--- src/rtl/esplink_pkg.sv ---
`default_nettype none
// ============================================================================
// Module      : esplink_pkg
// Description : Shared types and constants for the byte-stream to APB bridge:
//               FSM state encoding, response status codes and command-byte
//               field definitions.
// Ports       : none (package)
// Revision    : 1.0 - initial release
// ============================================================================
package esplink_pkg;

  typedef enum logic [2:0] {
    ST_IDLE   = 3'd0,
    ST_ADDR   = 3'd1,
    ST_WDATA  = 3'd2,
    ST_SETUP  = 3'd3,
    ST_ACCESS = 3'd4,
    ST_RESP   = 3'd5,
    ST_RDATA  = 3'd6
  } state_t;

  localparam logic [7:0] STATUS_OK      = 8'h00;
  localparam logic [7:0] STATUS_SLVERR  = 8'h01;
  localparam logic [7:0] STATUS_TIMEOUT = 8'h02;
  localparam logic [7:0] STATUS_BADCMD  = 8'h03;

  localparam int         CMD_WRITE_BIT = 0;
  localparam logic [7:0] CMD_RSVD_MASK = 8'hFE;

  // Any reserved command bit set makes the command unusable.
  function automatic logic cmd_is_bad(input logic [7:0] cmd);
    return (cmd & CMD_RSVD_MASK) != 8'h00;
  endfunction

endpackage
`default_nettype wire

--- src/rtl/esplink_byte_shreg.sv ---
`default_nettype none
// ============================================================================
// Module      : esplink_byte_shreg
// Description : 32-bit register that collects or emits a word one byte at a
//               time, MSB first, with a 2-bit count of bytes moved.
// Ports       : clk, rstn      - clock, synchronous active-low reset
//               load           - parallel load of load_data, clears count
//               load_data[31:0]- word to load
//               shift_in       - shift in_byte into the LSB end
//               in_byte[7:0]   - byte to shift in
//               shift_out      - shift the word up one byte (MSB leaves)
//               word[31:0]     - current contents
//               count[1:0]     - bytes shifted since load/reset (wraps at 4)
// Revision    : 1.0 - initial release
// ============================================================================
module esplink_byte_shreg (
  input  logic        clk,
  input  logic        rstn,
  input  logic        load,
  input  logic [31:0] load_data,
  input  logic        shift_in,
  input  logic [7:0]  in_byte,
  input  logic        shift_out,
  output logic [31:0] word,
  output logic [1:0]  count
);

  always_ff @(posedge clk) begin
    if (!rstn) begin
      word  <= '0;
      count <= '0;
    end else if (load) begin
      word  <= load_data;
      count <= '0;
    end else if (shift_in) begin
      word  <= {word[23:0], in_byte};
      count <= count + 2'd1;
    end else if (shift_out) begin
      word  <= {word[23:0], 8'h00};
      count <= count + 2'd1;
    end
  end

endmodule
`default_nettype wire

--- src/rtl/esplink_byte2apb.sv ---
`default_nettype none
// ============================================================================
// Module      : esplink_byte2apb
// Description : Byte-stream to APB master bridge. A request frame (command,
//               4 address bytes, 4 write-data bytes for writes) drives one
//               APB transfer; a status byte, plus 4 read-data bytes for
//               reads, is returned on the tx stream.
// Ports       : clk, rstn                - clock, synchronous active-low reset
//               rx_valid/rx_data/rx_ready - inbound byte stream
//               tx_valid/tx_data/tx_ready - outbound byte stream
//               psel/penable/pwrite/paddr/pwdata - APB master request
//               pready/pslverr/prdata     - APB slave response
// Revision    : 1.0 - initial release
// ============================================================================
module esplink_byte2apb #(
  parameter int APB_AW  = 32,
  parameter int APB_DW  = 32,
  parameter int TIMEOUT = 255
) (
  input  logic              clk,
  input  logic              rstn,
  input  logic              rx_valid,
  input  logic [7:0]        rx_data,
  output logic              rx_ready,
  output logic              tx_valid,
  output logic [7:0]        tx_data,
  input  logic              tx_ready,
  output logic              psel,
  output logic              penable,
  output logic              pwrite,
  output logic [APB_AW-1:0] paddr,
  output logic [APB_DW-1:0] pwdata,
  input  logic              pready,
  input  logic              pslverr,
  input  logic [APB_DW-1:0] prdata
);

  import esplink_pkg::*;

  localparam int            CW       = (TIMEOUT < 1) ? 1 : $clog2(TIMEOUT + 1);
  localparam logic [CW-1:0] CNT_LAST = CW'(TIMEOUT - 1);
  localparam logic [CW-1:0] CNT_MAX  = CW'(TIMEOUT);

  state_t        state, nxt;
  logic [CW-1:0] cnt, cnt_nxt;
  logic [7:0]    tx_data_nxt;
  logic          is_write, is_write_nxt;
  logic          bad, bad_nxt;

  logic          rx_fire, tx_fire;
  logic          addr_shift;
  logic          data_shift_in, data_shift_out, data_load;
  logic [31:0]   data_load_val;
  logic [31:0]   addr_word, data_word;
  logic [1:0]    addr_cnt, data_cnt;

  assign rx_fire = rx_valid & rx_ready;
  assign tx_fire = tx_valid & tx_ready;

  esplink_byte_shreg u_addr (
    .clk       (clk),
    .rstn      (rstn),
    .load      (1'b0),
    .load_data (32'h0),
    .shift_in  (addr_shift),
    .in_byte   (rx_data),
    .shift_out (1'b0),
    .word      (addr_word),
    .count     (addr_cnt)
  );

  // Collects write data, then later holds captured read data for output.
  esplink_byte_shreg u_data (
    .clk       (clk),
    .rstn      (rstn),
    .load      (data_load),
    .load_data (data_load_val),
    .shift_in  (data_shift_in),
    .in_byte   (rx_data),
    .shift_out (data_shift_out),
    .word      (data_word),
    .count     (data_cnt)
  );

  // Both shift registers are frozen between SETUP and the end of ACCESS,
  // so driving the APB address/data straight from them keeps them stable.
  assign paddr  = APB_AW'(addr_word);
  assign pwdata = APB_DW'(data_word);

  always_comb begin
    nxt            = state;
    cnt_nxt        = cnt;
    tx_data_nxt    = tx_data;
    is_write_nxt   = is_write;
    bad_nxt        = bad;
    addr_shift     = 1'b0;
    data_shift_in  = 1'b0;
    data_shift_out = 1'b0;
    data_load      = 1'b0;
    data_load_val  = '0;
    case (state)
      ST_IDLE: begin
        if (rx_fire) begin
          if (cmd_is_bad(rx_data)) begin
            nxt         = ST_RESP;
            bad_nxt     = 1'b1;
            tx_data_nxt = STATUS_BADCMD;
          end else begin
            nxt          = ST_ADDR;
            bad_nxt      = 1'b0;
            is_write_nxt = rx_data[CMD_WRITE_BIT];
          end
        end
      end
      ST_ADDR: begin
        if (rx_fire) begin
          addr_shift = 1'b1;
          if (addr_cnt == 2'd3) begin
            nxt     = is_write ? ST_WDATA : ST_SETUP;
            cnt_nxt = '0;
          end
        end
      end
      ST_WDATA: begin
        if (rx_fire) begin
          data_shift_in = 1'b1;
          if (data_cnt == 2'd3) begin
            nxt     = ST_SETUP;
            cnt_nxt = '0;
          end
        end
      end
      ST_SETUP: begin
        nxt = ST_ACCESS;
      end
      ST_ACCESS: begin
        if (pready) begin
          nxt         = ST_RESP;
          tx_data_nxt = pslverr ? STATUS_SLVERR : STATUS_OK;
          if (!is_write) begin
            data_load     = 1'b1;
            data_load_val = 32'(prdata);
          end
        end else if (cnt == CNT_LAST) begin
          // Last allowed ACCESS cycle without pready: abort, read data zero.
          nxt         = ST_RESP;
          tx_data_nxt = STATUS_TIMEOUT;
          if (!is_write) begin
            data_load     = 1'b1;
            data_load_val = '0;
          end
        end else if (cnt != CNT_MAX) begin
          cnt_nxt = cnt + CW'(1);
        end
      end
      ST_RESP: begin
        if (tx_fire) begin
          if (!is_write && !bad) begin
            nxt            = ST_RDATA;
            data_shift_out = 1'b1;
            tx_data_nxt    = data_word[31:24];
          end else begin
            nxt = ST_IDLE;
          end
        end
      end
      ST_RDATA: begin
        // The count returns to 0 once the 4th byte has been staged on tx_data,
        // so the handshake of that byte ends the frame.
        if (tx_fire) begin
          if (data_cnt == 2'd0) begin
            nxt = ST_IDLE;
          end else begin
            data_shift_out = 1'b1;
            tx_data_nxt    = data_word[31:24];
          end
        end
      end
      default: begin
        nxt = ST_IDLE;
      end
    endcase
  end

  // Outputs are registered from the next state so they line up with it.
  always_ff @(posedge clk) begin
    if (!rstn) begin
      state    <= ST_IDLE;
      cnt      <= '0;
      is_write <= 1'b0;
      bad      <= 1'b0;
      rx_ready <= 1'b0;
      tx_valid <= 1'b0;
      tx_data  <= '0;
      psel     <= 1'b0;
      penable  <= 1'b0;
      pwrite   <= 1'b0;
    end else begin
      state    <= nxt;
      cnt      <= cnt_nxt;
      is_write <= is_write_nxt;
      bad      <= bad_nxt;
      tx_data  <= tx_data_nxt;
      rx_ready <= (nxt == ST_IDLE) || (nxt == ST_ADDR) || (nxt == ST_WDATA);
      tx_valid <= (nxt == ST_RESP) || (nxt == ST_RDATA);
      psel     <= (nxt == ST_SETUP) || (nxt == ST_ACCESS);
      penable  <= (nxt == ST_ACCESS);
      if ((state != ST_SETUP) && (nxt == ST_SETUP)) begin
        pwrite <= is_write;
      end
    end
  end

endmodule
`default_nettype wire

--- config.mk ---
export PLATFORM = sky130hd
export DESIGN_NAME = esplink_byte2apb
export DESIGN_NICKNAME = d
export VERILOG_FILES = /design/src/rtl/esplink_pkg.sv /design/src/rtl/esplink_byte_shreg.sv /design/src/rtl/esplink_byte2apb.sv
export SDC_FILE = /design/constraint.sdc
export NUM_CORES = 1
export LEC_CHECK = 0
export ABC_AREA = 1
export BUFFER_PORTS_ARGS = -buffer_cell sky130_fd_sc_hd__buf_2
export CORE_MARGIN = 2
export CORE_UTILIZATION = 55
export CTS_CLUSTER_SIZE = 10
export DETAILED_ROUTE_END_ITERATION = 12
export PLACE_DENSITY = 0.82
export SETUP_SLACK_MARGIN = 0.2
export SYNTH_ARGS = -nofsm -noshare
export SYNTH_HDL_FRONTEND = slang
export SYNTH_SLANG_ARGS = --single-unit
--- constraint.sdc ---
create_clock -name clk -period 4.4 [get_ports clk]
set_input_delay 0.22 -clock clk [delete_from_list [all_inputs] [get_ports clk]]
set_output_delay 0.22 -clock clk [all_outputs]
set_load 0.005 [all_outputs]
==> out/qor.csv, run 1 <==
metric,value,unit
crit_path_max_incr_delay,0.86,ns
yosysSeqAreaShare,41.1,%
layout-area-overhead-vs-synth,16.7,%
yosys-mux-area-fraction,0,%
grt_max_degree,59,
port-buffer-count,122,
finalPower,2.21,mW
critical_path.cell_chain,"inv_2, nand3_2, nor2_2, inv_2, o21ai_0, a21oi_1",
setup_tns,0,ns
mappedNetlistNets,716,
placed_cells_incl_taps,865,
clock_transition_at_the_register_clock_pins_on_the_worst_setup_and_hold_paths_after_cts,0.10,ns
dieHeight,95.2,um
rr_endpoint,u_addr.count[0],
initial_utilization,56.2,%
async_reset_ff_share,0,%
end_kind,register,
worst_path_top_cell_family_by_delay,simple AND/OR/NAND/NOR gates,
placementRows,33,
synth-main-ff-cell,sky130_fd_sc_hd__dfxtp_1,
class_of_the_most_critical_setup_path,reg -> reg,
clock_insertion_delay_worst_skew,0.36,ns
regToRegStartpoint,state[2],
fin_crit,2.46,ns
antennaDiodeCount,0,
post-synth-top-count-cell,sky130_fd_sc_hd__nand2_1,
synth_top_cells_by_area,"sky130_fd_sc_hd__dfxtp_1 (41%), sky130_fd_sc_hd__nand2_1 (15%), sky130_fd_sc_hd__nor2_1 (13%)",
worst_slew_pin_slew,1.12,ns
cts_tree,yes,
via_density_per_instance,5.19,
post-route-worst-setup-slack,1.94,ns
synth-edff-count,0,
timing_hold_violations_final,0,
antenna_violating_nets_post_route,0,
worst_hold_path.endpoint,u_addr.word[0],
post_synth_and_or_nand_nor_area_fraction,37.6,%
post-synth-top-area-cell,sky130_fd_sc_hd__dfxtp_1,
hold_path_startpoint,rx_data[0],
post-dp-hpwl,8230,um
max_slew_margin,25.4,%
metal_1_wl,5160,um
synth_top_area_share,41.1,%
synth_cells,664,
setup_viol,0,
grt_first_pass_wirelength,18600,um
power.leakage,2.75,nW
ys_types,35,
cp_required,4.64,ns
synth_top_family_by_area,simple AND/OR/NAND/NOR gates,
cts.hold.buffers_added,0,
worstPathArrival,2.70,ns
clock-skew-final,0.0109,ns
dieArea,9060,sq um
crit_path_top_delay_cell,sky130_fd_sc_hd__nor2_2,
start_kind,register,
routed_wire_length_per_instance,13.2,um
reg2reg_setup_slack,1.94,ns
arithmetic_cell_share_of_the_synthesized_area_counting_full_adders_half_adders_and_majority_gates,1.64,%
crit_top_cell,sky130_fd_sc_hd__inv_2,
yosys.area_share.xor_xnor,0.575,%
grt_util_all_layers,26.1,%
drt_iter0_drc,210,
synth.ff_latch_count,94,
met3_wirelength,723,um
r2r.worst_path.cells,6,
grt_pass1_vias,4136,
multi_input_area,2340,sq um
crit_buf_inv,2,
core_area,8130,sq um
vias,4573,
synth.cell_area,4570,sq um
finalNonFillerCells,881,
drt-total-wl,11600,um
clock_sink_count,94,
final_nets,823,
cts.repair_timing.setup_buffer_count,0,
clk_path_buf_depth,2,
final.period_utilization,55.9,%
width_of_the_die,95.2,um
cts_made_buffers,9,
drv_cap,0,
slew_viol_final,0,
cts_repair_resize_count,0,
peakVddDrop,0.000230,V
fillers,750,
worstHoldPathCells,3,
power_density,414,nW/um^2
grt_overflow,0,
number_of_warnings_issued_by_yosys,0,
run_status,"complete, no violations",
rsz0062_at_grt,false,
drc,0,
placement.setup.worst_slack,1.92,ns
max_freq,0.407,GHz
min-delay-path-class,in -> reg,
drt-pass1-iter-count,5,
met2_length,5450,um
syn_avg_cell_area,6.89,sq um
number_of_antenna_violations_at_the_first_check_in_global_routing,0,
layout-drive-gt1-share,24.2,%
whs,0.142,ns
io_pins,123,
synth.cells.most_frequent,"sky130_fd_sc_hd__nand2_1 (186), sky130_fd_sc_hd__nor2_1 (153), sky130_fd_sc_hd__dfxtp_1 (94)",
gp_congestion,0.881,
clock_tree.root_cell,sky130_fd_sc_hd__clkbuf_8,
critical_path_peak_fanout,35,
post_synthesis_compound_gate_area_fraction,11.2,%
highest_layer,met4,
area.sequential,1880,sq um
cts-htree-levels,3,
-- cell families (layout without fill, tap and decap cells) --
group	count (synthesis)	after routing
AO/OA/AOI/OAI	93	93
XOR/XNOR	3	3
adder cells (fa/ha/maj)	6	6
buffers and inverters	69	181
flip-flops	94	94
AND/OR/NAND/NOR	399	399
-- report_power, final --
part / total [mW] / leakage [nW] / switching (mW) / internal [mW]
logic: 0.582 / 1.88 / 0.377 / 0.205
registers: 1.02 / 0.762 / 0.0710 / 0.950
clock network: 0.606 / 0.108 / 0.333 / 0.273
total: 2.21 / 2.75 / 0.781 / 1.43
-- worst max-delay path by stage --
| stage | startpoint | end | slack, ns | depth (start not counted) |
|---|---|---|---|---|
| floorplan | cnt[0] | u_data.word[13] | 2.90 | 12 |
| global placement | rx_ready | u_addr.count[0] | 2.02 | 5 |
| detailed placement | rx_ready | u_addr.count[0] | 1.92 | 5 |
| CTS | rx_ready | u_addr.count[0] | 1.92 | 5 |
| global route | rx_ready | u_addr.count[0] | 1.65 | 5 |
| finish | state[2] | u_addr.count[0] | 1.94 | 6 |
-- worst register-to-register path: stages, from the launching register on --
cell and delay (ns):
sky130_fd_sc_hd__dfxtp_1 0.42, sky130_fd_sc_hd__inv_2 0.11, sky130_fd_sc_hd__nand3_2 0.11, sky130_fd_sc_hd__nor2_2 0.86, sky130_fd_sc_hd__inv_2 0.50, sky130_fd_sc_hd__o21ai_0 0.29, sky130_fd_sc_hd__a21oi_1 0.05
-- per-stage QoR --
| step | area, sq um | utilization (%) |
|---|---|---|
| CTS | 5340 | 65.6 |
| global route | 5340 | 65.6 |
| global placement | 5130 | 63.1 |
| floorplan | 4570 | - |
| detailed placement | 5130 | 63.1 |
| finish | 5340 | 65.6 |
-- routing by layer --
layer	global-route usage [%]	vias up
met5	0	-
met4	10.4	0
met3	6.56	27
met2	42.5	163
met1	33.0	2073
li1	-	2310
-- final cells by class --
cell class	count	share of cell area, %
multi-input combinational	501	43.8
inverter	41	2.91
tap	105	2.46
clock buffer	9	2.32
timing repair buffer	124	11.7
clock inverter	7	1.50
sequential	94	35.3
-- placed cells by master, fill, tap and decap left out --
| cell type | n |
|---|---|
| sky130_fd_sc_hd__inv_2 | 7 |
| sky130_fd_sc_hd__nand3_4 | 1 |
| sky130_fd_sc_hd__o21ai_0 | 45 |
| sky130_fd_sc_hd__nand2_4 | 1 |
| sky130_fd_sc_hd__nor3_1 | 1 |
| sky130_fd_sc_hd__a21o_1 | 1 |
| sky130_fd_sc_hd__nand3_2 | 11 |
| sky130_fd_sc_hd__xnor2_1 | 2 |
| sky130_fd_sc_hd__buf_2 | 122 |
| sky130_fd_sc_hd__dfxtp_1 | 94 |
| sky130_fd_sc_hd__inv_1 | 32 |
| sky130_fd_sc_hd__buf_4 | 2 |
| sky130_fd_sc_hd__nor2_2 | 3 |
| sky130_fd_sc_hd__nand2_1 | 186 |
| sky130_fd_sc_hd__clkinv_1 | 1 |
| sky130_fd_sc_hd__nor2_1 | 152 |
| sky130_fd_sc_hd__inv_8 | 2 |
| sky130_fd_sc_hd__clkbuf_8 | 9 |
| sky130_fd_sc_hd__clkinv_2 | 3 |
| sky130_fd_sc_hd__a31oi_1 | 2 |
| sky130_fd_sc_hd__nand4_1 | 6 |
| sky130_fd_sc_hd__nor2_4 | 5 |
| sky130_fd_sc_hd__bufinv_16 | 1 |
| sky130_fd_sc_hd__nor2_8 | 1 |
| sky130_fd_sc_hd__nand3b_2 | 1 |
| sky130_fd_sc_hd__nor3b_1 | 1 |
| sky130_fd_sc_hd__xor2_1 | 1 |
| sky130_fd_sc_hd__nand3_1 | 24 |
| sky130_fd_sc_hd__o21ai_1 | 6 |
| sky130_fd_sc_hd__a21oi_2 | 11 |
| sky130_fd_sc_hd__inv_6 | 2 |
| sky130_fd_sc_hd__a21oi_1 | 27 |
| sky130_fd_sc_hd__o211ai_1 | 1 |
| sky130_fd_sc_hd__nand2_2 | 6 |
| sky130_fd_sc_hd__ha_1 | 6 |
-- sequential cells by signal, indices dropped and copies added (netlist names) --
register / cells
bad: 1
cnt: 8
is_write: 1
penable: 1
psel: 1
pwrite: 1
rx_ready: 1
state: 3
tx_data: 8
tx_valid: 1
u_addr.count: 2
u_addr.word: 32
u_data.count: 2
u_data.word: 32
Note: power is estimated with default switching activity, not from simulation.
==> run 2, diff against run 1 <==
--- a/config.mk
+++ b/config.mk
@@ -8,10 +8,10 @@
 export ABC_AREA = 1
 export BUFFER_PORTS_ARGS = -buffer_cell sky130_fd_sc_hd__buf_2
 export CORE_MARGIN = 2
-export CORE_UTILIZATION = 55
+export CORE_UTILIZATION = 53
 export CTS_CLUSTER_SIZE = 10
 export DETAILED_ROUTE_END_ITERATION = 12
-export PLACE_DENSITY = 0.82
+export PLACE_DENSITY = 0.79
 export SETUP_SLACK_MARGIN = 0.2
 export SYNTH_ARGS = -nofsm -noshare
 export SYNTH_HDL_FRONTEND = slang
==> constraint.sdc (replaced) <==
create_clock -name clk -period 2.4 [get_ports clk]
set_input_delay 0.12 -clock clk [delete_from_list [all_inputs] [get_ports clk]]
set_output_delay 0.12 -clock clk [all_outputs]
set_load 0.005 [all_outputs]
==> out/qor.csv, run 2 (synthesized netlist as in run 1, its figures left out) <==
metric,value,unit,change
peakVddDrop,0.000386,V,was 0.000230 V
drt-pass1-iter-count,5,,unchanged
rr_endpoint,u_data.word[2],,was u_addr.count[0]
end_kind,register,,unchanged
critical_path_peak_fanout,24,,was 35
post-route-worst-setup-slack,0.382,ns,was 1.94 ns
vias,4574,,was 4573
core_area,8300,sq um,was 8130 sq um
post-dp-hpwl,8470,um,was 8230 um
start_kind,register,,unchanged
critPathLaunch,state[2],,unchanged
min-delay-path-class,in -> reg,,unchanged
clock-skew-final,0.0105,ns,was 0.0109 ns
crit_path_max_incr_delay,0.60,ns,was 0.86 ns
layout.core_utilization,64.9,%,was 65.6%
cts.repair_timing.setup_buffer_count,0,,unchanged
setup_viol,0,,unchanged
final_nets,826,,was 823
timing_hold_violations_final,0,,unchanged
power.leakage,2.77,nW,was 2.75 nW
max_freq,0.495,GHz,was 0.407 GHz
drv_cap,0,,unchanged
cp_required,2.65,ns,was 4.64 ns
layout-area-overhead-vs-synth,17.8,%,was 16.7%
layout.cells.most_common,sky130_fd_sc_hd__nand2_1,,unchanged
final.period_utilization,84.1,%,was 55.9%
worst_path_top_cell_family_by_delay,simple AND/OR/NAND/NOR gates,,unchanged
max_slew_margin,42.2,%,was 25.4%
worst_slew_pin_slew,0.862,ns,was 1.12 ns
cts-htree-levels,3,,unchanged
whs,0.0272,ns,was 0.142 ns
port-buffer-count,122,,unchanged
r2r.worst_path.cells,9,,was 6
reg2reg_setup_slack,0.38,ns,was 1.94 ns
cts_repair_resize_count,0,,unchanged
cts_made_buffers,9,,unchanged
layout-drive-gt1-share,24.5,%,was 24.2%
finalNonFillerCells,884,,was 881
grt_pass1_vias,4191,,was 4136
fin_crit,2.02,ns,was 2.46 ns
drc,0,,unchanged
number_of_antenna_violations_at_the_first_check_in_global_routing,0,,unchanged
power_density,774,nW/um^2,was 414 nW/um^2
setup_tns,0,ns,unchanged
cts.hold.buffers_added,0,,unchanged
antennaDiodeCount,0,,unchanged
grt_util_all_layers,25.1,%,was 26.1%
routed_wire_length_per_instance,13.5,um,was 13.2 um
worstPathArrival,2.27,ns,was 2.70 ns
largestRegisters,"u_addr.word: 32 flops, u_data.word: 32 flops",,unchanged
clock_transition_at_the_register_clock_pins_on_the_worst_setup_and_hold_paths_after_cts,0.10,ns,about the same
timing.critical_path.depth,9,,was 6
width_of_the_die,96.9,um,was 95.2 um
clock_sink_count,94,,unchanged
class_of_the_most_critical_setup_path,reg -> reg,,unchanged
regToRegStartpoint,state[2],,unchanged
placementRows,33,,unchanged
dieArea,9390,sq um,was 9060 sq um
clock_tree.root_cell,sky130_fd_sc_hd__clkbuf_8,,unchanged
placement.setup.worst_slack,0.325,ns,was 1.92 ns
grt_first_pass_wirelength,19700,um,was 18600 um
slew_viol_final,0,,unchanged
clk_path_buf_depth,2,,unchanged
io_pins,123,,unchanged
grt_max_degree,58,,was 59
dieHeight,96.9,um,was 95.2 um
antenna_violating_nets_post_route,0,,unchanged
grt_overflow,0,,unchanged
run_status,"complete, no violations",,unchanged
drt_iter0_drc,223,,was 210
initial_utilization,55.1,%,was 56.2%
gp_congestion,0.870,,was 0.881
cts_tree,yes,,unchanged
crit_path_top_delay_cell,sky130_fd_sc_hd__dfxtp_1,,was sky130_fd_sc_hd__nor2_2
worst_setup_path_endpoint,u_data.word[2],,was u_addr.count[0]
crit_buf_inv,1,,was 2
via_density_per_instance,5.17,,was 5.19
drt-total-wl,12000,um,was 11600 um
layout.cells.most_common_list,"sky130_fd_sc_hd__nand2_1 (186), sky130_fd_sc_hd__nor2_1 (152), sky130_fd_sc_hd__buf_2 (122), sky130_fd_sc_hd__dfxtp_1 (94), sky130_fd_sc_hd__o21ai_0 (45)",,unchanged
placed_cells_incl_taps,867,,was 865
critical_path.cell_chain,"nand2_2, nor2_4, nand2_2, nor2_2, nor2_4, nand2_4, inv_2, nor2_1, nor2_1",,"was inv_2, nand3_2, nor2_2, inv_2, o21ai_0, a21oi_1"
clock_insertion_delay_worst_skew,0.36,ns,about the same
rsz0062_at_grt,true,,was false
==> run 2: worst min-delay path by stage <==
stage,end,cells past startpoint,startpoint,slack [ns]
global placement,u_addr.word[1],3,rx_data[1],0.38
floorplan,u_addr.word[0],2,rx_data[0],0.25
finish,u_addr.word[0],3,rx_data[0],0.03
detailed placement,u_addr.word[1],3,rx_data[1],0.39
CTS,u_addr.word[4],3,rx_data[4],0.02
global route,u_addr.word[4],3,rx_data[4],0.04
==> run 2: layout make-up <==
type                    count  area (sq um)
inverters                  41           155
repair buffers            126           641
clock inverters             6          91.3
multi-input cells         502          2350
clock buffers              10           138
fillers                   772          2910
well taps                 105           131
flip-flops and latches     94          1880
==> run 2: stage by stage <==
| step | cell area, sq um | total power, mW |
|---|---|---|
| 2_1_floorplan | 4570 | 2.67 |
| 3_3_place_gp | 5150 | 2.95 |
| 3_5_place_dp | 5150 | 2.98 |
| 4_1_cts | 5380 | 4.18 |
| 5_1_grt | 5390 | 4.42 |
| 6_report | 5390 | 4.17 |
==> run 2: worst register-to-register path, delay by kind of cell (launching register included) <==
family        cells  cell delay (ns)
flops             1             0.60
buf+inv           1             0.14
simple gates      8             1.17
==> run 2: power by group <==
group	switching, mW	internal [mW]
clock network	0.591	0.624
registers	0.129	1.74
logic	0.700	0.383
total	1.42	2.75
==> run 2: per-layer routing <==
| metal | global-route usage (%) | share of wire [%] | routed length, um | vias to the layer above |
|---|---|---|---|---|
| li1 | - | - | - | 2319 |
| met1 | 32.4 | 43 | 5160 | 2083 |
| met2 | 43.0 | 49 | 5910 | 158 |
| met3 | 4.41 | 6.1 | 734 | 14 |
| met4 | 7.15 | 1.2 | 143 | 0 |
| met5 | 0 | 0 | 0 | - |
==> run 3, diff against run 2 <==
==> constraint.sdc (replaced) <==
create_clock -name clk -period 1.9 [get_ports clk]
set_input_delay 0.095 -clock clk [delete_from_list [all_inputs] [get_ports clk]]
set_output_delay 0.095 -clock clk [all_outputs]
set_load 0.005 [all_outputs]
==> out/qor.csv, run 3 (synthesized netlist as in run 1, its figures left out) <==
metric,value,unit,change
max_slew_margin,60.3,%,was 42.2%
post-route-worst-setup-slack,0.144,ns,was 0.382 ns
clock-skew-final,0.0123,ns,was 0.0105 ns
clock_sink_count,94,,unchanged
worstPathArrival,2.02,ns,was 2.27 ns
clock_insertion_delay_worst_skew,0.37,ns,was 0.36 ns
power_density,922,nW/um^2,was 774 nW/um^2
cp_required,2.17,ns,was 2.65 ns
routed_wire_length_per_instance,14.7,um,was 13.5 um
layout-drive-gt1-share,31.5,%,was 24.5%
via_density_per_instance,5.26,,was 5.17
cts_tree,yes,,unchanged
largestRegisters,"u_addr.word: 32 flops, u_data.word: 32 flops",,unchanged
clock_transition_at_the_register_clock_pins_on_the_worst_setup_and_hold_paths_after_cts,0.10,ns,about the same
grt_pass1_vias,4339,,was 4191
peakVddDrop,0.000517,V,was 0.000386 V
grt_first_pass_wirelength,19900,um,was 19700 um
grt_max_degree,58,,unchanged
reg2reg_setup_slack,0.14,ns,was 0.38 ns
drt-pass1-iter-count,5,,unchanged
port-buffer-count,122,,unchanged
post-dp-hpwl,8300,um,was 8470 um
timing_hold_violations_final,0,,unchanged
power_frac_seq,43.4,%,was 44.9%
clk_path_buf_depth,2,,unchanged
placementRows,33,,unchanged
setup_tns,0,ns,unchanged
share_clk_of_total_power,25.9,%,was 29.1%
layout.cells.most_common_list,"sky130_fd_sc_hd__nand2_1 (178), sky130_fd_sc_hd__nor2_1 (148), sky130_fd_sc_hd__buf_2 (122), sky130_fd_sc_hd__dfxtp_1 (81), sky130_fd_sc_hd__o21ai_0 (43)",,"was sky130_fd_sc_hd__nand2_1 (186), sky130_fd_sc_hd__nor2_1 (152), sky130_fd_sc_hd__buf_2 (122), sky130_fd_sc_hd__dfxtp_1 (94), sky130_fd_sc_hd__o21ai_0 (45)"
net-switching-power,1.95,mW,was 1.42 mW
layout.cells.most_common,sky130_fd_sc_hd__nand2_1,,unchanged
min-delay-path-class,in -> reg,,unchanged
slew_viol_final,0,,unchanged
cts-htree-levels,3,,unchanged
antenna_violating_nets_post_route,0,,unchanged
number_of_antenna_violations_at_the_first_check_in_global_routing,0,,unchanged
run_status,"complete, no violations",,unchanged
internal-power,3.54,mW,was 2.75 mW
placement.setup.worst_slack,0.179,ns,was 0.325 ns
clock_tree.root_cell,sky130_fd_sc_hd__clkbuf_8,,unchanged
vias,4842,,was 4574
width_of_the_die,96.9,um,unchanged
critical_path_peak_fanout,5,,was 24
drc,0,,unchanged
drv_cap,0,,unchanged
dieArea,9390,sq um,unchanged
grt_util_all_layers,25.3,%,was 25.1%
worst_slew_pin_slew,0.591,ns,was 0.862 ns
final.period_utilization,92.4,%,was 84.1%
power.switching_fraction,35.5,%,was 34.1%
dieHeight,96.9,um,unchanged
io_pins,123,,unchanged
initial_utilization,55.1,%,unchanged
drt_iter0_drc,239,,was 223
fillers,650,,was 772
class_of_the_most_critical_setup_path,reg -> reg,,unchanged
max_freq,0.570,GHz,was 0.495 GHz
fin_crit,1.76,ns,was 2.02 ns
antennaDiodeCount,0,,unchanged
drt-total-wl,13500,um,was 12000 um
power.leakage,3.03,nW,was 2.77 nW
comb_power_share,30.7,%,was 26.0%
rsz0062_at_grt,true,,unchanged
core_area,8300,sq um,unchanged
final_nets,862,,was 826
start_kind,register,,unchanged
gp_congestion,0.908,,was 0.870
end_kind,register,,unchanged
layout-area-overhead-vs-synth,30.1,%,was 17.8%
setup_viol,0,,unchanged
grt_overflow,0,,unchanged
cts_made_buffers,9,,unchanged
run 3: critical path: stages, from the launching register on:
cell and delay, ns:
sky130_fd_sc_hd__dfxtp_4 0.38, sky130_fd_sc_hd__inv_4 0.07, sky130_fd_sc_hd__ha_4 0.12, sky130_fd_sc_hd__inv_1 0.03, sky130_fd_sc_hd__nor2_1 0.08, sky130_fd_sc_hd__nand2_1 0.10, sky130_fd_sc_hd__nand2_2 0.11, sky130_fd_sc_hd__nand3_4 0.14
sky130_fd_sc_hd__buf_6 0.16, sky130_fd_sc_hd__clkbuf_16 0.14, sky130_fd_sc_hd__nand2_1 0.09, sky130_fd_sc_hd__nor2_1 0.06, sky130_fd_sc_hd__nor2_1 0.12, sky130_fd_sc_hd__nor2_1 0.05
run 3: worst paths after layout:
check	cells after the start	endpoint	from
max	13	u_data.word[16]	cnt[0]
min	3	u_addr.word[6]	rx_data[6]
max reg2reg	13	u_data.word[16]	cnt[0]
min reg2reg	2	tx_data[2]	tx_data[2]
run 3: repair_timing:
action	CTS	global route
endpoints found under the setup margin	31	56
gates resized for setup	5	61
pin swaps	1	19
cloned	1	5
hold buffers	4	0
buffers inserted	1	21
hold endpoints to repair	4	0
run 3: routing by layer:
metal  global-route usage, %  routed length (um)
met2                    42.2                6410
met4                    11.8                 465
met5                       0                   0
met3                    4.70                 842
met1                    31.7                5810
run 3: final cells by class:
type	instances	area, sq um	share of cell area (%)
timing repair buffer	161	1080	18.1
inverter	41	164	2.75
multi-input combinational	503	2460	41.4
tap	105	131	2.21
sequential	94	1910	32.1
clock buffer	9	124	2.08
clock inverter	7	80.1	1.35
run 3: metrics by stage:
stage	hold slack (ns)	util (%)	area [sq um]	std cells	total power, mW
floorplan	0.230	-	4570	664	3.37
detailed placement	0.369	62.6	5200	872	3.78
global route	0.0353	71.7	5950	920	5.78
CTS	0.000216	66.2	5490	894	5.22
global placement	0.368	62.6	5200	872	3.75
finish	0.00629	71.7	5950	920	5.48
run 3: power groups by stage:
stage / Sequential, mW / Combinational (mW) / Clock [mW]
5_1_grt: 2.41 / 1.87 / 1.49
2_1_floorplan: 2.39 / 0.974 / 0
4_1_cts: 2.36 / 1.44 / 1.42
3_5_place_dp: 2.40 / 1.38 / 0
3_3_place_gp: 2.39 / 1.36 / 0
6_report: 2.38 / 1.68 / 1.42
